$ cat config.mk
export PLATFORM = sky130hd
export DESIGN_NAME = layer_seq
export DESIGN_NICKNAME = d
export VERILOG_FILES = /design/src/rtl/layer_seq.sv
export SDC_FILE = /design/constraint.sdc
export NUM_CORES = 1
export LEC_CHECK = 0
export CORE_MARGIN = 10
export CORE_UTILIZATION = 48
export CTS_CLUSTER_DIAMETER = 200
export DETAILED_ROUTE_END_ITERATION = 10
export GPL_TIMING_DRIVEN = 0
export PLACE_DENSITY = 0.75
export SYNTH_ARGS = -nofsm -noshare
export SYNTH_HDL_FRONTEND = slang
export SYNTH_SLANG_ARGS = --single-unit
$ cat constraint.sdc
create_clock -name clk -period 2.05 [get_ports clk]
set_input_delay 0.41 -clock clk [delete_from_list [all_inputs] [get_ports clk]]
set_output_delay 0.41 -clock clk [all_outputs]
set_load 0.005 [all_outputs]
$ cat src/rtl/layer_seq.sv
// layer_seq: frame-level scheduler for the MNIST inference pipeline.
// Launches loader, conv1, pool1 and fc in order, tracks each stage's busy
// level for start/finish, runs a per-stage watchdog, flips the ping-pong
// feature-map bank once per frame and queues one pending frame request.
//
// Stage handshake (go/busy):
//   stage_go[i] is a level request. It is raised for the selected stage only
//   and held until that stage answers by raising stage_busy[i] (the ack).
//   go then drops on the first WAIT_DONE cycle. The stage is finished when it
//   lowers stage_busy[i]. busy of any non-selected stage is ignored, and a
//   busy that is already high when go is raised counts as the ack.
//
// state_dbg encoding: 0 IDLE, 1 LAUNCH, 2 WAIT_ACK, 3 WAIT_DONE, 4 NEXT,
// 5 DONE, 6 ERR.
module layer_seq #(
  parameter int NUM_STAGES  = 4,    // stage index is 2 bits, so at most 4
  parameter int ACK_TIMEOUT = 16,   // cycles allowed from go to busy
  parameter int RUN_TIMEOUT = 4096, // cycles a stage may hold busy
  parameter int CNT_W       = 13    // watchdog width, must hold RUN_TIMEOUT
) (
  input  logic                  clk,
  input  logic                  rst,
  input  logic                  frame_start,
  input  logic                  abort,
  input  logic [NUM_STAGES-1:0] stage_busy,
  output logic [NUM_STAGES-1:0] stage_go,
  output logic                  bank_sel,
  output logic                  seq_busy,
  output logic                  frame_done,
  output logic [7:0]            frame_cnt,
  output logic                  err,
  output logic [1:0]            err_stage,
  output logic [2:0]            state_dbg
);

  typedef enum logic [2:0] {
    S_IDLE      = 3'd0,
    S_LAUNCH    = 3'd1,
    S_WAIT_ACK  = 3'd2,
    S_WAIT_DONE = 3'd3,
    S_NEXT      = 3'd4,
    S_DONE      = 3'd5,
    S_ERR       = 3'd6
  } state_t;

  // Last watchdog values before a timeout fires, and the last stage index.
  localparam logic [CNT_W-1:0] ACK_LAST = CNT_W'(ACK_TIMEOUT - 1);
  localparam logic [CNT_W-1:0] RUN_LAST = CNT_W'(RUN_TIMEOUT - 1);
  localparam logic [1:0]       IDX_LAST = 2'(NUM_STAGES - 1);

  state_t                  state;
  logic                    pending;
  logic [1:0]              idx;
  logic [CNT_W-1:0]        wdog;
  logic                    sel_busy;
  logic [NUM_STAGES-1:0]   go_onehot;

  // Busy level of the currently selected stage and its one-hot go pattern.
  assign sel_busy  = stage_busy[idx];
  assign go_onehot = NUM_STAGES'(1) << idx;
  assign state_dbg = state;

  // Sequencer FSM: state, index, watchdog, pending flag and all outputs.
  always_ff @(posedge clk) begin
    if (rst) begin
      state      <= S_IDLE;
      stage_go   <= '0;
      bank_sel   <= 1'b0;
      seq_busy   <= 1'b0;
      frame_done <= 1'b0;
      frame_cnt  <= 8'd0;
      err        <= 1'b0;
      err_stage  <= 2'd0;
      pending    <= 1'b0;
      idx        <= 2'd0;
      wdog       <= '0;
    end else if (abort) begin
      // Abort drops the frame in flight and any queued request, but keeps
      // the frame count and bank so downstream buffers stay consistent.
      state      <= S_IDLE;
      stage_go   <= '0;
      seq_busy   <= 1'b0;
      frame_done <= 1'b0;
      err        <= 1'b0;
      err_stage  <= 2'd0;
      pending    <= 1'b0;
      idx        <= 2'd0;
      wdog       <= '0;
    end else begin
      frame_done <= 1'b0;

      // A request arriving mid-frame is queued; a second one is lost since
      // the flag is already set. DONE consumes requests directly instead.
      if (frame_start && seq_busy && (state != S_DONE)) begin
        pending <= 1'b1;
      end

      case (state)
        S_IDLE: begin
          if (frame_start) begin
            idx      <= 2'd0;
            seq_busy <= 1'b1;
            state    <= S_LAUNCH;
          end
        end

        S_LAUNCH: begin
          stage_go <= go_onehot;
          wdog     <= '0;
          state    <= S_WAIT_ACK;
        end

        S_WAIT_ACK: begin
          // The ack beats the timeout when both land on the same cycle.
          if (sel_busy) begin
            stage_go <= '0;
            wdog     <= '0;
            state    <= S_WAIT_DONE;
          end else if (wdog == ACK_LAST) begin
            stage_go  <= '0;
            err       <= 1'b1;
            err_stage <= idx;
            seq_busy  <= 1'b0;
            state     <= S_ERR;
          end else begin
            wdog <= wdog + CNT_W'(1);
          end
        end

        S_WAIT_DONE: begin
          stage_go <= '0;
          // Completion beats the timeout when both land on the same cycle.
          if (!sel_busy) begin
            state <= S_NEXT;
          end else if (wdog == RUN_LAST) begin
            err       <= 1'b1;
            err_stage <= idx;
            seq_busy  <= 1'b0;
            state     <= S_ERR;
          end else begin
            wdog <= wdog + CNT_W'(1);
          end
        end

        S_NEXT: begin
          if (idx == IDX_LAST) begin
            // Frame complete: pulse done, count it and swap buffer banks.
            frame_done <= 1'b1;
            frame_cnt  <= frame_cnt + 8'd1;
            bank_sel   <= ~bank_sel;
            state      <= S_DONE;
          end else begin
            idx   <= idx + 2'd1;
            state <= S_LAUNCH;
          end
        end

        S_DONE: begin
          // Chain straight into the next frame when one is waiting.
          if (pending || frame_start) begin
            pending <= 1'b0;
            idx     <= 2'd0;
            state   <= S_LAUNCH;
          end else begin
            seq_busy <= 1'b0;
            state    <= S_IDLE;
          end
        end

        S_ERR: begin
          // Sticky until abort or reset; new requests are ignored here.
          stage_go  <= '0;
          err       <= 1'b1;
          err_stage <= idx;
          seq_busy  <= 1'b0;
        end

        default: begin
          stage_go <= '0;
          seq_busy <= 1'b0;
          state    <= S_IDLE;
        end
      endcase
    end
  end

endmodule

==> results.yml <==
route:
  wl_per_cell_um: 15.1
  viasPerCell: 5.69
  antenna_left: 0
  firstDrtPassIters: 4
  drt-total-wl_um: 5100
  vias: 1917
  drc: 0
  initialDrtViolationCount: 116
worst_hold_path:
  hp-class: "flip-flop to flip-flop"
clocking:
  clkLatencyLatePin_ns: 0.29
  clock_path_buffers: 2
  cts_root_buffer: "clkbuf_8"
  cts.sinks: 37
  htreeDepth: 2
  cts.hold.buffers_added: 0
  numCtsBuffers: 5
  clk_pin_slew_ns: 0.07
  cts_tree: "built"
setup_path:
  path_class: "flip-flop to flip-flop"
  crit_fanout: 6
  endpoint_kind: "flip-flop"
  crit_required_ns: 2.27
  arrival_ns: 2.18
  critPathLaunchType: "flip-flop"
power_and_ir_drop:
  ir_worst_vdd_uv: 403
  p_per_area_nw_per_um2: 546
  leakagePower_nw: 0.938
global_routing:
  grt_pass1_wl_um: 8720
  grt_overflow: 0
  grt_max_degree: 12
  antenna_found_initial: 0
  grt_pass1_vias: 1885
  grt_use_total: 0.145
floorplanning:
  die_h_um: 83.5
  fp.dieW_um: 83.5
  pin_count: 29
  start_util: 0.492
  die-area_sq_um: 6980
  rows: 23
  core_region_area_sq_um: 3940
cells_and_area:
  diodes: 0
  syn_to_final_growth_pct: 33.6
  drive_gt1_frac: 0.185
  final_nets: 300
  fin_cells: 337
  fin_util: 0.657
synth:
  synth_compound_area_frac: 0.196
  postSynthCellCount: 241
  synth_xor_area_frac: 0.0362
  synth_top_family_by_area: "simple AND/OR/NAND/NOR gates"
  synth-seq-cells: 37
  synth.avg_cell_area_sq_um: 8.04
  syn-num-nets: 255
  synth_fa_ha_area_frac: 0.0387
  synthMuxAreaShare: 0.0381
  seq_area_frac_synth: 0.382
  yosys.area_share.simple: 0.267
  syn_area_sq_um: 1940
  yosys_warnings: 0
  ys_types: 44
sta:
  drv_slew: 0
  fin_setup_tns_ns: 0
  fin_ws_ns: 0.0857
  slew_headroom: 0.702
  worstMarginPinSlew_ns: 0.447
  setup_violations: 0
  fmax_ghz: 0.509
  period_share: 0.958
  clock_skew_ns: 0.00216
  min_period_ns: 1.96
  finalHoldViolCount: 0
placement:
  numPortBuffers: 28
  dp_cells: 319
  hpwlAfterDp_um: 3510
  pre_cts_ws_ns: -0.498
  gp_congestion: 0.854
status:
  status: "finished, final reports clean"
run:
  maxCapViolCount: 0
[final timing paths]
| kind | start | endpoint | slack, ns | depth (start not counted) |
|---|---|---|---|---|
| hold / removal | err$_SDFFE_PP0P_ | err$_SDFFE_PP0P_ | 0.49 | 2 |
| hold reg to reg | err$_SDFFE_PP0P_ | err$_SDFFE_PP0P_ | 0.49 | 2 |
| setup / recovery | idx[1]$_SDFFE_PP0P_ | wdog[7]$_SDFFE_PP0P_ | 0.09 | 8 |
| setup reg to reg | idx[1]$_SDFFE_PP0P_ | wdog[7]$_SDFFE_PP0P_ | 0.09 | 8 |
[what timing repair did]
item,4_1_cts,5_1_grt
endpoints found under the setup margin,19,21
setup buffers,5,8
resized for setup,21,25
pin swaps,5,9
[layout make-up]
cell class	instances	area, sq um
Multi-Input combinational cell	184	1200
Buffer	11	66.3
Clock buffer	7	96.3
Clock inverter	1	5.00
Fill cell	346	1350
Sequential cell	37	764
Inverter	6	22.5
Tap cell	50	62.6
Timing Repair Buffer	41	372
[power breakdown]
| group | leakage, nW | internal, mW | switching [mW] |
|---|---|---|---|
| combinational | 0.580 | 0.0578 | 0.0788 |
| sequential | 0.304 | 0.717 | 0.00407 |
| clock | 0.0542 | 0.304 | 0.253 |
| total | 0.938 | 1.08 | 0.336 |
[placed cells by master, fill, tap and decap left out, drive strengths merged, types with 3 or more instances in the layout]
| cell | n |
|---|---|
| dlygate4sd2 | 5 |
| nor4 | 5 |
| a21oi | 22 |
| clkbuf | 15 |
| nor3 | 5 |
| buf | 16 |
| inv | 6 |
| or3 | 5 |
| ha | 6 |
| or4 | 4 |
| nand2 | 20 |
| mux2i | 4 |
| a21o | 4 |
| or2 | 3 |
| o21ai | 15 |
| nand3 | 9 |
| o31ai | 3 |
| clkdlybuf4s50 | 23 |
| nand4 | 6 |
| and3 | 3 |
| nor2 | 32 |
| dfxtp | 37 |
| nand2b | 3 |
| xor2 | 6 |
| o211ai | 3 |
| a22oi | 3 |
[flip-flops by register name, indices dropped and copies added, names as in the netlist]
signal	count
state_dbg	3
idx	2
seq_busy	1
bank_sel	1
frame_cnt	8
wdog	13
stage_go	4
err_stage	2
pending	1
err	1
frame_done	1
[routing by layer]
| metal | global-route usage | share of wire | vias up |
|---|---|---|---|
| li1 | - | - | 960 |
| met1 | 0.157 | 0.41 | 896 |
| met2 | 0.250 | 0.51 | 50 |
| met4 | 0.0548 | 0.015 | 0 |
| met3 | 0.0537 | 0.066 | 11 |
| met5 | 0 | 0 | - |
[critical path: stages (launching register included)]
cell,delay [ns]
dfxtp_2,0.33
buf_4,0.15
mux2i_1,0.11
mux2_4,0.32
o21ai_2,0.13
a22oi_2,0.08
buf_4,0.15
or4b_1,0.49
a21oi_1,0.13
[per-stage QoR]
step | power, mW | area [sq um] | hold slack [ns]
floorplan | 0.817 | 1950 | 0.460
global placement | 0.863 | 2290 | 0.456
detailed placement | 0.864 | 2290 | 0.485
CTS | 1.42 | 2480 | 0.479
global route | 1.47 | 2590 | 0.513
finish | 1.41 | 2590 | 0.492
[logic make-up (layout without fill, tap and decap cells)]
group	count (synthesis)	after routing
simple gates	102	102
compound gates	62	62
flops	37	37
buf+inv	20	66
xor+xnor	8	8
fa+ha+maj	6	6
mux	6	6
[synthesized netlist by cell type]
library cell | count | area (sq um)
buf_2 | 4 | 20.0
a22o_1 | 1 | 8.76
nand3_1 | 9 | 45.0
nor3_2 | 1 | 10.0
nor4_1 | 4 | 25.0
a211oi_1 | 1 | 7.51
or3_1 | 5 | 31.3
a21o_1 | 4 | 30.0
xnor2_1 | 2 | 17.5
a221oi_1 | 1 | 8.76
and4_1 | 2 | 17.5
and2_1 | 2 | 12.5
inv_1 | 6 | 22.5
a41o_1 | 2 | 20.0
o221ai_1 | 1 | 8.76
or2_2 | 3 | 18.8
or4b_1 | 1 | 10.0
dfxtp_1 | 37 | 741
mux2_2 | 1 | 11.3
xor2_1 | 6 | 52.6
o31ai_1 | 3 | 22.5
nand2_2 | 1 | 6.26
nor2_1 | 32 | 120
mux4_2 | 1 | 22.5
o211ai_1 | 3 | 22.5
a21oi_1 | 22 | 110
o22ai_1 | 1 | 6.26
a22oi_1 | 3 | 22.5
nand2_1 | 19 | 71.3
and3_1 | 3 | 18.8
nor4_2 | 1 | 12.5
o21a_1 | 1 | 7.51
nand4_1 | 6 | 37.5
clkbuf_1 | 10 | 37.5
or4_1 | 4 | 30.0
a31oi_1 | 2 | 12.5
a311oi_1 | 1 | 8.76
ha_1 | 6 | 75.1
nor3_1 | 4 | 20.0
nand2b_1 | 3 | 18.8
o41ai_1 | 1 | 8.76
mux2i_1 | 4 | 40.0
o21ai_0 | 15 | 75.1
nor2b_1 | 2 | 12.5
(Power assumes the default switching activity.)
